[src/rtl/fetch_stage_if.sv]
// Fetch-stage boundary: control from ID/hazard unit, imem req/ack port, IF/ID register outputs.
// The master modport is the fetch stage itself; the slave modport is its environment.
interface fetch_stage_if;
    logic        i_stall;
    logic        i_pcsrc;
    logic [31:0] i_nextpc;
    logic        o_imem_req;
    logic [31:0] o_imem_addr;
    logic        i_imem_ack;
    logic [31:0] i_imem_rdata;
    logic        o_id_valid;
    logic [31:0] o_id_instr;
    logic [31:0] o_id_pc4;
    logic [31:0] o_pc;

    modport master (
        input  i_stall, i_pcsrc, i_nextpc, i_imem_ack, i_imem_rdata,
        output o_imem_req, o_imem_addr, o_id_valid, o_id_instr, o_id_pc4, o_pc
    );

    modport slave (
        output i_stall, i_pcsrc, i_nextpc, i_imem_ack, i_imem_rdata,
        input  o_imem_req, o_imem_addr, o_id_valid, o_id_instr, o_id_pc4, o_pc
    );
endinterface

[src/rtl/fetch_stage.sv]
// Instruction fetch: PC register, imem req/ack fetch, IF/ID pipeline register.
// Zero-wait memory gives one instruction per cycle; a stall that arrives while a fetch is in flight parks the returned word in a skid.
module fetch_stage #(
    parameter logic [31:0] RESET_PC = 32'h0000_0000
) (
    input  logic          i_clk,
    input  logic          i_rst_n,
    fetch_stage_if.master bus
);

    typedef enum logic [1:0] {S_FETCH, S_WAIT, S_HOLD, S_DROP} state_t;

    state_t      state_q, state_d;
    logic [31:0] pc_q, pc_d;
    logic [31:0] req_addr_q, req_addr_d;
    logic        id_valid_q, id_valid_d;
    logic [31:0] id_instr_q, id_instr_d;
    logic [31:0] id_pc4_q, id_pc4_d;
    logic [31:0] skid_instr_q, skid_instr_d;
    logic [31:0] skid_pc4_q, skid_pc4_d;
    logic        req;
    logic [31:0] redirect_pc;

    assign redirect_pc = bus.i_nextpc & 32'hFFFF_FFFC;

    always_comb begin
        state_d      = state_q;
        pc_d         = pc_q;
        req_addr_d   = req_addr_q;
        id_valid_d   = id_valid_q;
        id_instr_d   = id_instr_q;
        id_pc4_d     = id_pc4_q;
        skid_instr_d = skid_instr_q;
        skid_pc4_d   = skid_pc4_q;
        req          = 1'b0;

        case (state_q)
            S_FETCH: begin
                req = ~bus.i_stall & ~bus.i_pcsrc;
                if (bus.i_pcsrc) begin
                    pc_d       = redirect_pc;
                    id_valid_d = 1'b0;
                end else if (!bus.i_stall) begin
                    req_addr_d = pc_q;
                    if (bus.i_imem_ack) begin
                        id_valid_d = 1'b1;
                        id_instr_d = bus.i_imem_rdata;
                        id_pc4_d   = pc_q + 32'd4;
                        pc_d       = pc_q + 32'd4;
                    end else begin
                        id_valid_d = 1'b0;
                        state_d    = S_WAIT;
                    end
                end
            end
            S_WAIT: begin
                req = 1'b1;
                if (bus.i_imem_ack) begin
                    if (bus.i_pcsrc) begin
                        pc_d       = redirect_pc;
                        id_valid_d = 1'b0;
                        state_d    = S_FETCH;
                    end else if (bus.i_stall) begin
                        // IF/ID is frozen, so the returned word waits in the skid.
                        skid_instr_d = bus.i_imem_rdata;
                        skid_pc4_d   = req_addr_q + 32'd4;
                        pc_d         = req_addr_q + 32'd4;
                        state_d      = S_HOLD;
                    end else begin
                        id_valid_d = 1'b1;
                        id_instr_d = bus.i_imem_rdata;
                        id_pc4_d   = req_addr_q + 32'd4;
                        pc_d       = req_addr_q + 32'd4;
                        state_d    = S_FETCH;
                    end
                end else if (bus.i_pcsrc) begin
                    pc_d       = redirect_pc;
                    id_valid_d = 1'b0;
                    state_d    = S_DROP;
                end else if (!bus.i_stall) begin
                    id_valid_d = 1'b0;
                end
            end
            S_HOLD: begin
                if (bus.i_pcsrc) begin
                    skid_instr_d = 32'h0;
                    skid_pc4_d   = 32'h0;
                    pc_d         = redirect_pc;
                    id_valid_d   = 1'b0;
                    state_d      = S_FETCH;
                end else if (!bus.i_stall) begin
                    id_valid_d = 1'b1;
                    id_instr_d = skid_instr_q;
                    id_pc4_d   = skid_pc4_q;
                    state_d    = S_FETCH;
                end
            end
            S_DROP: begin
                // The abandoned request must still complete; its data is thrown away.
                req = 1'b1;
                if (bus.i_pcsrc) begin
                    pc_d       = redirect_pc;
                    id_valid_d = 1'b0;
                end else if (!bus.i_stall) begin
                    id_valid_d = 1'b0;
                end
                if (bus.i_imem_ack) begin
                    state_d = S_FETCH;
                end
            end
            default: state_d = S_FETCH;
        endcase
    end

    always_ff @(posedge i_clk or negedge i_rst_n) begin
        if (!i_rst_n) begin
            state_q      <= S_FETCH;
            pc_q         <= RESET_PC;
            req_addr_q   <= RESET_PC;
            id_valid_q   <= 1'b0;
            id_instr_q   <= 32'h0;
            id_pc4_q     <= 32'h0;
            skid_instr_q <= 32'h0;
            skid_pc4_q   <= 32'h0;
        end else begin
            state_q      <= state_d;
            pc_q         <= pc_d;
            req_addr_q   <= req_addr_d;
            id_valid_q   <= id_valid_d;
            id_instr_q   <= id_instr_d;
            id_pc4_q     <= id_pc4_d;
            skid_instr_q <= skid_instr_d;
            skid_pc4_q   <= skid_pc4_d;
        end
    end

    assign bus.o_imem_req  = req & i_rst_n;
    assign bus.o_imem_addr = (state_q == S_FETCH) ? pc_q : req_addr_q;
    assign bus.o_id_valid  = id_valid_q;
    assign bus.o_id_instr  = id_instr_q;
    assign bus.o_id_pc4    = id_pc4_q;
    assign bus.o_pc        = pc_q;

endmodule

[src/flat_wrapper.sv]
// flat-port wrapper written by rule: the top's interface ports become plain ports
module fetch_stage_flat 
#(
    parameter logic [31:0] RESET_PC = 32'h0000_0000
)
  (i_clk, i_rst_n, bus_i_stall, bus_i_pcsrc, bus_i_nextpc, bus_i_imem_ack, bus_i_imem_rdata, bus_o_imem_req, bus_o_imem_addr, bus_o_id_valid, bus_o_id_instr, bus_o_id_pc4, bus_o_pc);
  fetch_stage_if bus_i ();
  input  logic i_clk;
  input  logic i_rst_n;
  input wire logic [$bits(bus_i.i_stall)-1:0] bus_i_stall;
  input wire logic [$bits(bus_i.i_pcsrc)-1:0] bus_i_pcsrc;
  input wire logic [$bits(bus_i.i_nextpc)-1:0] bus_i_nextpc;
  input wire logic [$bits(bus_i.i_imem_ack)-1:0] bus_i_imem_ack;
  input wire logic [$bits(bus_i.i_imem_rdata)-1:0] bus_i_imem_rdata;
  output wire logic [$bits(bus_i.o_imem_req)-1:0] bus_o_imem_req;
  output wire logic [$bits(bus_i.o_imem_addr)-1:0] bus_o_imem_addr;
  output wire logic [$bits(bus_i.o_id_valid)-1:0] bus_o_id_valid;
  output wire logic [$bits(bus_i.o_id_instr)-1:0] bus_o_id_instr;
  output wire logic [$bits(bus_i.o_id_pc4)-1:0] bus_o_id_pc4;
  output wire logic [$bits(bus_i.o_pc)-1:0] bus_o_pc;
  assign bus_i.i_stall = bus_i_stall;
  assign bus_i.i_pcsrc = bus_i_pcsrc;
  assign bus_i.i_nextpc = bus_i_nextpc;
  assign bus_i.i_imem_ack = bus_i_imem_ack;
  assign bus_i.i_imem_rdata = bus_i_imem_rdata;
  assign bus_o_imem_req = bus_i.o_imem_req;
  assign bus_o_imem_addr = bus_i.o_imem_addr;
  assign bus_o_id_valid = bus_i.o_id_valid;
  assign bus_o_id_instr = bus_i.o_id_instr;
  assign bus_o_id_pc4 = bus_i.o_id_pc4;
  assign bus_o_pc = bus_i.o_pc;
  fetch_stage #(.RESET_PC(RESET_PC)) u_core (.i_clk(i_clk), .i_rst_n(i_rst_n), .bus(bus_i));
endmodule
[config.mk]
export PLATFORM = sky130hd
export DESIGN_NAME = fetch_stage_flat
export DESIGN_NICKNAME = d
export VERILOG_FILES = /design/src/rtl/fetch_stage_if.sv /design/src/rtl/fetch_stage.sv /design/src/flat_wrapper.sv
export SDC_FILE = /design/constraint.sdc
export NUM_CORES = 1
export LEC_CHECK = 0
export CAP_MARGIN = 20
export CORE_ASPECT_RATIO = 0.6
export CORE_MARGIN = 3
export CORE_UTILIZATION = 24
export DETAILED_ROUTE_END_ITERATION = 7
export PLACE_DENSITY = 0.44
export SETUP_SLACK_MARGIN = 0.15
export SLEW_MARGIN = 15
export SYNTH_ARGS = -nofsm -noshare
export SYNTH_HDL_FRONTEND = slang
export SYNTH_SLANG_ARGS = --single-unit
[constraint.sdc]
create_clock -name i_clk -period 3.32 [get_ports i_clk]
set_clock_uncertainty 0.2 [all_clocks]
set_input_delay 0.664 -clock i_clk [delete_from_list [all_inputs] [get_ports i_clk]]
set_output_delay 0.664 -clock i_clk [all_outputs]
set_load 0.005 [all_outputs]
==> metrics.md, run 1 <==
| Metric | Value |
|---|---|
| Result of the run | completed |
| Complex-gate fraction of the synthesized area | between 20% and 30% |
| Sinks on Clock Net | between 150 and 200 |
| Footprint of the multi-input gates | between 0.006 and 0.007 mm² |
| CTS H-tree depth | 4 |
| Tightest hold margin | about 0.14 ns |
| Max-capacitance violation count | 0 |
| Routed wire length | approximately 49000 µm |
| Start of the worst register-to-register path | u_core.bus.o_pc[10] |
| Clock Pin Slew Worst Setup and Hold Paths | 0.09 ns |
| Path length in cells of the critical path | 5 |
| Number of storage elements in the synthesis netlist | between 150 and 200 |
| Power density over the cells | between 900 and 1000 mW/mm² |
| Final total negative setup slack | 0 ns |
| Register-to-Register Setup Slack | between 0.2 and 0.25 ns |
| Fraction of synthesized cell area taken by the top area cell type | a little over two fifths |
| Largest delay contributor family on the critical path | buffers and inverters |
| Floorplan die height | about 180 µm |
| WP data required | roughly 2.5 ns |
| Longest Clk Path Bufs | 2 |
| Clock tree from TritonCTS | yes |
| Final core utilization | ~32% |
| Number of remaining DRC errors | 0 |
| # IOs | approximately 200 |
| Maximum number of pins on one net before global-route repair | 132 |
| Net Count, Synth | 1387 |
| Psw | 6.58 mW |
| Design area | roughly 0.015 mm² |
| Share of final-layout standard cells stronger than drive strength 1 | ~14% |
| CP Buf/Inv Count | 3 |
| Leakage power of the design | approximately 6 nW |
| Dominant cells by area after synthesis | sky130_fd_sc_hd__dfrtp_1 (42%), sky130_fd_sc_hd__nand2_1 (6.1%), sky130_fd_sc_hd__o21ai_0 (6.0%) |
| Final weighted congestion of routability-driven global placement | 0.947 |
| CP max FO | 22 |
| Initial core utilization | 24.6% |
| Syn Inst Count | 1312 |
| Post-synth EDFFs | 0 |
| Worst R2R Path Depth | 5 |
| Via/cell ratio | ~5.3 |
| Proportion of power drawn by combinational gates | between 50 and 60% |
| Synthesis-to-layout area growth | 31.4% |
| Flop pwr share | between 30% and 40% |
| Total Routing Usage GR | 18.9% |
| Number of iterations in the first detailed-routing pass | 6 |
| Most frequently used flop master after synthesis | sky130_fd_sc_hd__dfrtp_1 |
| NumNets Final | roughly 1600 |
| Vias | around 11000 |
| Yosys warnings | 0 |
| Number of I/O port buffers | 196 |
| Share of synthesized area spent on multiplexers | under 10% |
| Total grt overflow | 0 |
| Register cell area after layout | 0.00488 mm² |
| DP Area | about 0.014 mm² |
| Adder-cell share of the synthesized area | less than 1% |
| Wirelength per Cell | between 20 and 25 µm |
| Dominant cell type by area after synthesis | sky130_fd_sc_hd__dfrtp_1 |
| Number of antenna-violating nets in the routed design | 0 |
| First DRT Iteration DRCs | ~1100 |
| Largest family of logic cells by synthesized area | simple AND/OR/NAND/NOR gates |
| Wire length of the first global-routing pass | roughly 72000 µm |
| Worst slew margin relative to its limit | around a quarter |
| Critical Path Slowest Stage Cell | sky130_fd_sc_hd__clkdlybuf4s50_1 |
| Setup WS pre-CTS | approximately 0.068 ns |
| Internal power contribution | approximately 8.4 mW |
| HPWL after detailed placement | ~35000 µm |
| Area of the die | 0.0507 mm² |
| Post-layout worst setup margin | roughly 0.22 ns |
| Number of buffers created by CTS | 17 |
| Worst-skew pair later-pin latency | 0.47 ns |
| Crit path launch type | register |
| Critical setup path kind | reg2out |
| Max stage delay on crit path | ~0.45 ns |
| Post-synth design cell area | 0.0115 mm² |
| Initial antenna violation count | 0 |
| Share of synthesized registers carrying an async set or reset | between 90% and 100% |
| Endpoints failing setup | 0 |
| Final number of max-transition violations | 0 |
| Mean Syn Cell Area | just under 9 µm² |
| Type of the most critical hold path | in2async |
| Cells along the critical path | inv_2, ha_4, buf_12, mux2_2, clkdlybuf4s50_1 |
| Proportion of total power due to net switching | 44.0% |
| Fraction of power consumed by the clock network | 15.6% |
| Die X | 289 µm |
| Maximum vdd ir drop | about 0.5 mV |
| Root Buffer Master | sky130_fd_sc_hd__clkbuf_16 |
| Post-CTS Hold Fix Bufs | 0 |
| Number of global-route vias before repair | between 10000 and 15000 |
| Count of endpoints failing hold in the final timing report | 0 |
| Core outline area | ~0.047 mm² |
| Synth Area in Simple Gates | around 21% |
| Filler cells | slightly below 5000 |
| Share of the synthesized netlist area taken by xor and xnor gates | under 10% |
| Maximum clock frequency | 0.322 GHz |
| Endpoint class of the critical path | output pin |
| Time the worst path needs with I/O delays and setup | just over 3 ns |
| Unrepaired setup endpoints after global routing | true |
| Distinct cells, synth | 78 |
| Transition time of the tightest slew-check pin | around 1.1 ns |
| Sequential share of the synthesized area | a little over two fifths |
| Fin crit share | between 90% and 100% |
| Arrival time reported for the critical path endpoint | ~2.2 ns |
| Std cell rows | 61 |
| Reg-to-Reg End | u_core.bus.o_pc[22] |
## routing by layer
metal	global-route usage [%]	vias to the layer above	share of wire, %
li1	-	5113	-
met1	28.7	5634	48
met2	27.4	470	42
met3	4.03	32	8.0
met4	3.94	0	1.3
met5	0	-	0
## how the worst max path moves through the flow
| stage | from | to | slack [ns] |
|---|---|---|---|
| after floorplan | bus_i_pcsrc | bus_o_imem_req | 0.37 |
| after global placement | bus_i_stall | u_core.skid_instr_q[25] | 0.08 |
| after global routing | u_core.state_q[1] | bus_o_imem_addr[0] | 0.14 |
| after CTS | u_core.state_q[1] | bus_o_imem_addr[5] | 0.13 |
| after detailed placement | bus_i_stall | u_core.skid_instr_q[23] | 0.07 |
| final | u_core.state_q[0] | bus_o_imem_addr[21] | 0.22 |
## metrics by stage
step,power (mW),cells
floorplan,8.50,1312
global placement,12.4,2100
detailed placement,12.5,2100
CTS,14.9,2132
global route,16.0,2136
finish,15.0,2137
## kinds of logic after synthesis
kind of cell    count (synthesis)
compound gates                366
xor+xnor                       45
fa+ha+maj                       6
buf+inv                       139
flops                         195
mux                            59
simple gates                  502
## timing repair
| item | in CTS | in global routing |
|---|---|---|
| gates resized for setup | 7 | 6 |
| buffers inserted | 0 | 3 |
| endpoints found under the setup margin | 30 | 28 |
| pin swaps | 0 | 1 |
| gates cloned | 0 | 1 |
| endpoints found under the hold margin | 0 | 0 |
## layout make-up
class | instances | share of cell area, %
Multi-Input combinational cell | 978 | 39.9
Sequential cell | 195 | 32.3
Timing Repair Buffer | 281 | 17.9
Tap cell | 630 | 5.21
Clock buffer | 17 | 2.81
Clock inverter | 15 | 1.46
Inverter | 20 | 0.496
Antenna cell | 1 | 0.0165
## cell usage in the layout (no fill, tap or decap), types with 28 or more instances in the layout
cell,netlist,routed
sky130_fd_sc_hd__clkdlybuf4s50_1,0,193
sky130_fd_sc_hd__buf_4,1,77
sky130_fd_sc_hd__nor2_1,108,107
sky130_fd_sc_hd__nand2b_1,45,45
sky130_fd_sc_hd__dfrtp_1,195,194
sky130_fd_sc_hd__o21ai_0,138,137
sky130_fd_sc_hd__a221oi_1,28,28
sky130_fd_sc_hd__nand2_1,188,188
sky130_fd_sc_hd__a21oi_1,40,39
sky130_fd_sc_hd__mux2_2,57,57
sky130_fd_sc_hd__nand3_1,38,38
sky130_fd_sc_hd__a31oi_1,38,37
## cells in the mapped netlist, types with 10 or more instances
| cell | number |
|---|---|
| sky130_fd_sc_hd__nand2_1 | 188 |
| sky130_fd_sc_hd__a211oi_1 | 10 |
| sky130_fd_sc_hd__xnor2_1 | 21 |
| sky130_fd_sc_hd__xor2_1 | 24 |
| sky130_fd_sc_hd__mux2_2 | 57 |
| sky130_fd_sc_hd__nor2_1 | 108 |
| sky130_fd_sc_hd__o31ai_1 | 12 |
| sky130_fd_sc_hd__nand4_1 | 14 |
| sky130_fd_sc_hd__nor4_1 | 27 |
| sky130_fd_sc_hd__inv_1 | 19 |
| sky130_fd_sc_hd__clkbuf_1 | 80 |
| sky130_fd_sc_hd__dfrtp_1 | 195 |
| sky130_fd_sc_hd__nor3_1 | 20 |
| sky130_fd_sc_hd__a221oi_1 | 28 |
| sky130_fd_sc_hd__a21oi_1 | 40 |
| sky130_fd_sc_hd__nand2b_1 | 45 |
| sky130_fd_sc_hd__o21ai_0 | 138 |
| sky130_fd_sc_hd__a22o_1 | 10 |
| sky130_fd_sc_hd__o211ai_1 | 11 |
| sky130_fd_sc_hd__buf_2 | 20 |
| sky130_fd_sc_hd__a31oi_1 | 38 |
| sky130_fd_sc_hd__nand3_1 | 38 |
## power groups by stage
stage | clock network [mW] | logic [mW] | registers [mW]
final | 2.33 | 7.96 | 4.66
after global routing | 2.49 | 8.69 | 4.83
after CTS | 2.40 | 7.90 | 4.65
after detailed placement | 0 | 7.82 | 4.69
after global placement | 0 | 7.77 | 4.65
after floorplan | 0 | 4.31 | 4.19
## registers in the layout, summed over array words and instances (netlist names)
name and flops:
u_core.bus.o_id_instr 32, u_core.bus.o_id_pc4 32, u_core.bus.o_pc 32, u_core.req_addr_q 32, u_core.skid_instr_q 32, u_core.skid_pc4_q 32
u_core.state_q 2, u_core.bus.o_id_valid 1
Power figures use the tool's default switching activity.
==> run 2: changes to the inputs <==
--- a/config.mk
+++ b/config.mk
@@ -8,9 +8,9 @@
 export CAP_MARGIN = 20
 export CORE_ASPECT_RATIO = 0.6
 export CORE_MARGIN = 3
-export CORE_UTILIZATION = 24
+export CORE_UTILIZATION = 31
 export DETAILED_ROUTE_END_ITERATION = 7
-export PLACE_DENSITY = 0.44
+export PLACE_DENSITY = 0.53
 export SETUP_SLACK_MARGIN = 0.15
 export SLEW_MARGIN = 15
 export SYNTH_ARGS = -nofsm -noshare
==> constraint.sdc (replaced) <==
create_clock -name i_clk -period 3.1 [get_ports i_clk]
set_clock_uncertainty 0.2 [all_clocks]
set_input_delay 0.62 -clock i_clk [delete_from_list [all_inputs] [get_ports i_clk]]
set_output_delay 0.62 -clock i_clk [all_outputs]
set_load 0.005 [all_outputs]
==> metrics.md, run 2 (synthesized netlist as in run 1, its figures left out) <==
| Metric | Value |
|---|---|
| Number of global-route vias before repair | 10539 (-2.4%) |
| Number of remaining DRC errors | 0 (unchanged) |
| Share of final-layout standard cells stronger than drive strength 1 | 15.5% (+1.4 points) |
| CP max FO | 15 (-32%) |
| Core outline area | 0.0358 mm² (-24%) |
| Maximum clock frequency | 0.336 GHz |
| Time the worst path needs with I/O delays and setup | 2.98 ns |
| Synthesis-to-layout area growth | 31.5% (about the same) |
| Initial antenna violation count | 0 (unchanged) |
| WP data required | 2.28 ns (-0.18 ns) |
| Die X | 255 µm (-12%) |
| Type of the most critical hold path | in2async |
| Area of the die | 0.0396 mm² (-22%) |
| Number of buffers created by CTS | 17 (unchanged) |
| Dpl cells | 1953 (-7.0%) |
| First DRT Iteration DRCs | 1157 (+0.87%) |
| Maximum vdd ir drop | 0.478 mV (-4.6%) |
| HPWL after detailed placement | 32400 µm (-8.5%) |
| Most common cell after layout, fill and taps aside | sky130_fd_sc_hd__dfrtp_1 |
| Filler cells | 3565 (-27%) |
| # IOs | 199 (unchanged) |
| Number of antenna-violating nets in the routed design | 0 (unchanged) |
| Antenna Cells | 0 (-1) |
| Endpoint class of the critical path | output pin |
| CTS H-tree depth | 4 (unchanged) |
| Std cell rows | 53 (-13%) |
| Maximum number of pins on one net before global-route repair | 141 (+6.8%) |
| Internal power contribution | 9.04 mW (+7.9%) |
| Most frequent cells in the layout | sky130_fd_sc_hd__dfrtp_1 (195), sky130_fd_sc_hd__nand2_1 (188), sky130_fd_sc_hd__clkdlybuf4s50_1 (173), sky130_fd_sc_hd__o21ai_0 (137), sky130_fd_sc_hd__nor2_1 (107) |
| Number of iterations in the first detailed-routing pass | 6 (unchanged) |
| Number of I/O port buffers | 196 (unchanged) |
| Final number of max-transition violations | 0 (unchanged) |
| Fraction of power consumed by the clock network | 14.5% (-1.1 points) |
| Arrival time reported for the critical path endpoint | 2.16 ns (-0.08 ns) |
| Crit path launch type | register |
| Final instance count without filler cells | 2000 (-6.4%) |
| Final weighted congestion of routability-driven global placement | 0.934 (-1.4%) |
| Transition time of the tightest slew-check pin | 0.926 ns (-0.174 ns) |
| Vias | 11259 (+0.089%) |
| Total grt overflow | 0 (unchanged) |
| Flop pwr share | 30.3% (-0.9 points) |
| Worst slew margin relative to its limit | 38.3% (+12 points) |
| Psw | 6.86 mW (+4.2%) |
| Wirelength per Cell | 22.8 µm (-0.23%) |
| Critical setup path kind | reg2out |
| Proportion of power drawn by combinational gates | 55.2% (+1.9 points) |
| Worst-skew pair later-pin latency | 0.46 ns (about the same) |
| Count of endpoints failing hold in the final timing report | 0 (unchanged) |
| Proportion of total power due to net switching | 43.1% (-0.86 points) |
| Final core utilization | 42.3% (+10 points) |
| Unrepaired setup endpoints after global routing | true |
| Total Routing Usage GR | 22.9% (+3.9 points) |
| Sinks on Clock Net | 195 (unchanged) |
| Via/cell ratio | 5.63 (+6.9%) |
| Floorplan die height | 155 µm (-12%) |
| Max-capacitance violation count | 0 (unchanged) |
| Clock tree from TritonCTS | yes |
| Leakage power of the design | 6.23 nW (+4.3%) |
| Endpoints failing setup | 0 (unchanged) |
| Initial core utilization | 32.2% (+7.6 points) |
| Longest Clk Path Bufs | 2 (unchanged) |
| Routed wire length | 45600 µm (-6.6%) |
| Clock Pin Slew Worst Setup and Hold Paths | 0.08 ns (about the same) |
| Power density over the cells | 1050 mW/mm² (+6.2%) |
| Fin crit share | a little over nine tenths |
| Final total negative setup slack | 0 ns (unchanged) |
| Result of the run | completed |
| NumNets Final | 1595 (+1.7%) |
| Root Buffer Master | sky130_fd_sc_hd__clkbuf_16 |
| Wire length of the first global-routing pass | 68100 µm (-5.7%) |
## run 2: changes by cell type in the layout (fill, tap and decap cells not counted), moves of 4 or more
cell                              change
sky130_fd_sc_hd__clkdlybuf4s50_1     -20
sky130_fd_sc_hd__dlygate4sd2_1       +14
sky130_fd_sc_hd__dlymetal6s2s_1       +5
sky130_fd_sc_hd__inv_12               -4
sky130_fd_sc_hd__inv_6                +5
sky130_fd_sc_hd__buf_4               +22
## run 2: layout make-up
cell class / instances / area, µm² / area share (%)
Multi-Input combinational cell: 978 / 6040 / 39.9
Sequential cell: 195 / 4880 / 32.2
Timing Repair Buffer: 308 / 2990 / 19.7
Tap cell: 467 / 584 / 3.86
Clock buffer: 17 / 425 / 2.81
Clock inverter: 15 / 158 / 1.04
Inverter: 20 / 75.1 / 0.496
## run 2: power by group through the flow
stage | Clock, mW | Combinational (mW) | Sequential, mW
floorplan | 0 | 4.61 | 4.49
global placement | 0 | 8.39 | 4.82
detailed placement | 0 | 8.44 | 4.85
CTS | 2.36 | 8.75 | 4.81
global route | 2.45 | 9.54 | 4.99
finish | 2.30 | 8.77 | 4.82
## run 2: through the flow
stage | setup WS, ns | hold WS (ns) | area (µm²) | total power [mW]
floorplan | 0.234 | 0.124 | 11500 | 9.10
global placement | 0.0396 | 0.257 | 14300 | 13.2
detailed placement | 0.0980 | 0.260 | 14300 | 13.3
CTS | 0.0750 | 0.190 | 15100 | 15.9
global route | 0.0557 | 0.201 | 15100 | 17.0
finish | 0.123 | 0.144 | 15100 | 15.9
## run 2: what timing repair did
action                                  in CTS  in global routing
endpoints found under the setup margin      33                 40
buffers inserted                             8                  4
hold endpoints to repair                     0                  0
gates resized for setup                     22                  8
pin swaps                                    1                  1
gates cloned                                 3                  0
hold buffers                                 0                  0
## run 2: per-layer routing
| metal | part of all wire [%] | vias up | wire length, µm | track usage, % |
|---|---|---|---|---|
| met5 | 0 | - | 0 | 0 |
| met4 | 1.2 | 0 | 540 | 4.83 |
| met3 | 9.1 | 43 | 4150 | 5.11 |
| met2 | 42 | 529 | 19000 | 32.4 |
| met1 | 48 | 5524 | 21900 | 35.2 |
| li1 | - | 5163 | - | - |
## run 2: final timing paths
kind                                           to              startpoint  cells past startpoint  slack, ns
setup / recovery              bus_o_imem_addr[26]       u_core.state_q[0]                      5       0.12
hold / removal               u_core.skid_pc4_q[9]                 i_rst_n                      2       0.14
setup reg to reg               u_core.bus.o_pc[1]       u_core.state_q[1]                      8       0.24
hold reg to reg            u_core.bus.o_id_pc4[2]  u_core.bus.o_id_pc4[2]                      2       0.28
max in group asynchronous   u_core.req_addr_q[30]                 i_rst_n                      2       1.94
min in group i_clk         u_core.bus.o_id_pc4[2]  u_core.bus.o_id_pc4[2]                      2       0.28
## run 2: worst max-delay path, stage by stage (launching register included)
cell and delay (ns):
sky130_fd_sc_hd__dfrtp_1 0.39, sky130_fd_sc_hd__inv_2 0.08, sky130_fd_sc_hd__ha_4 0.20, sky130_fd_sc_hd__buf_12 0.17, sky130_fd_sc_hd__mux2_2 0.36, sky130_fd_sc_hd__clkdlybuf4s50_1 0.46
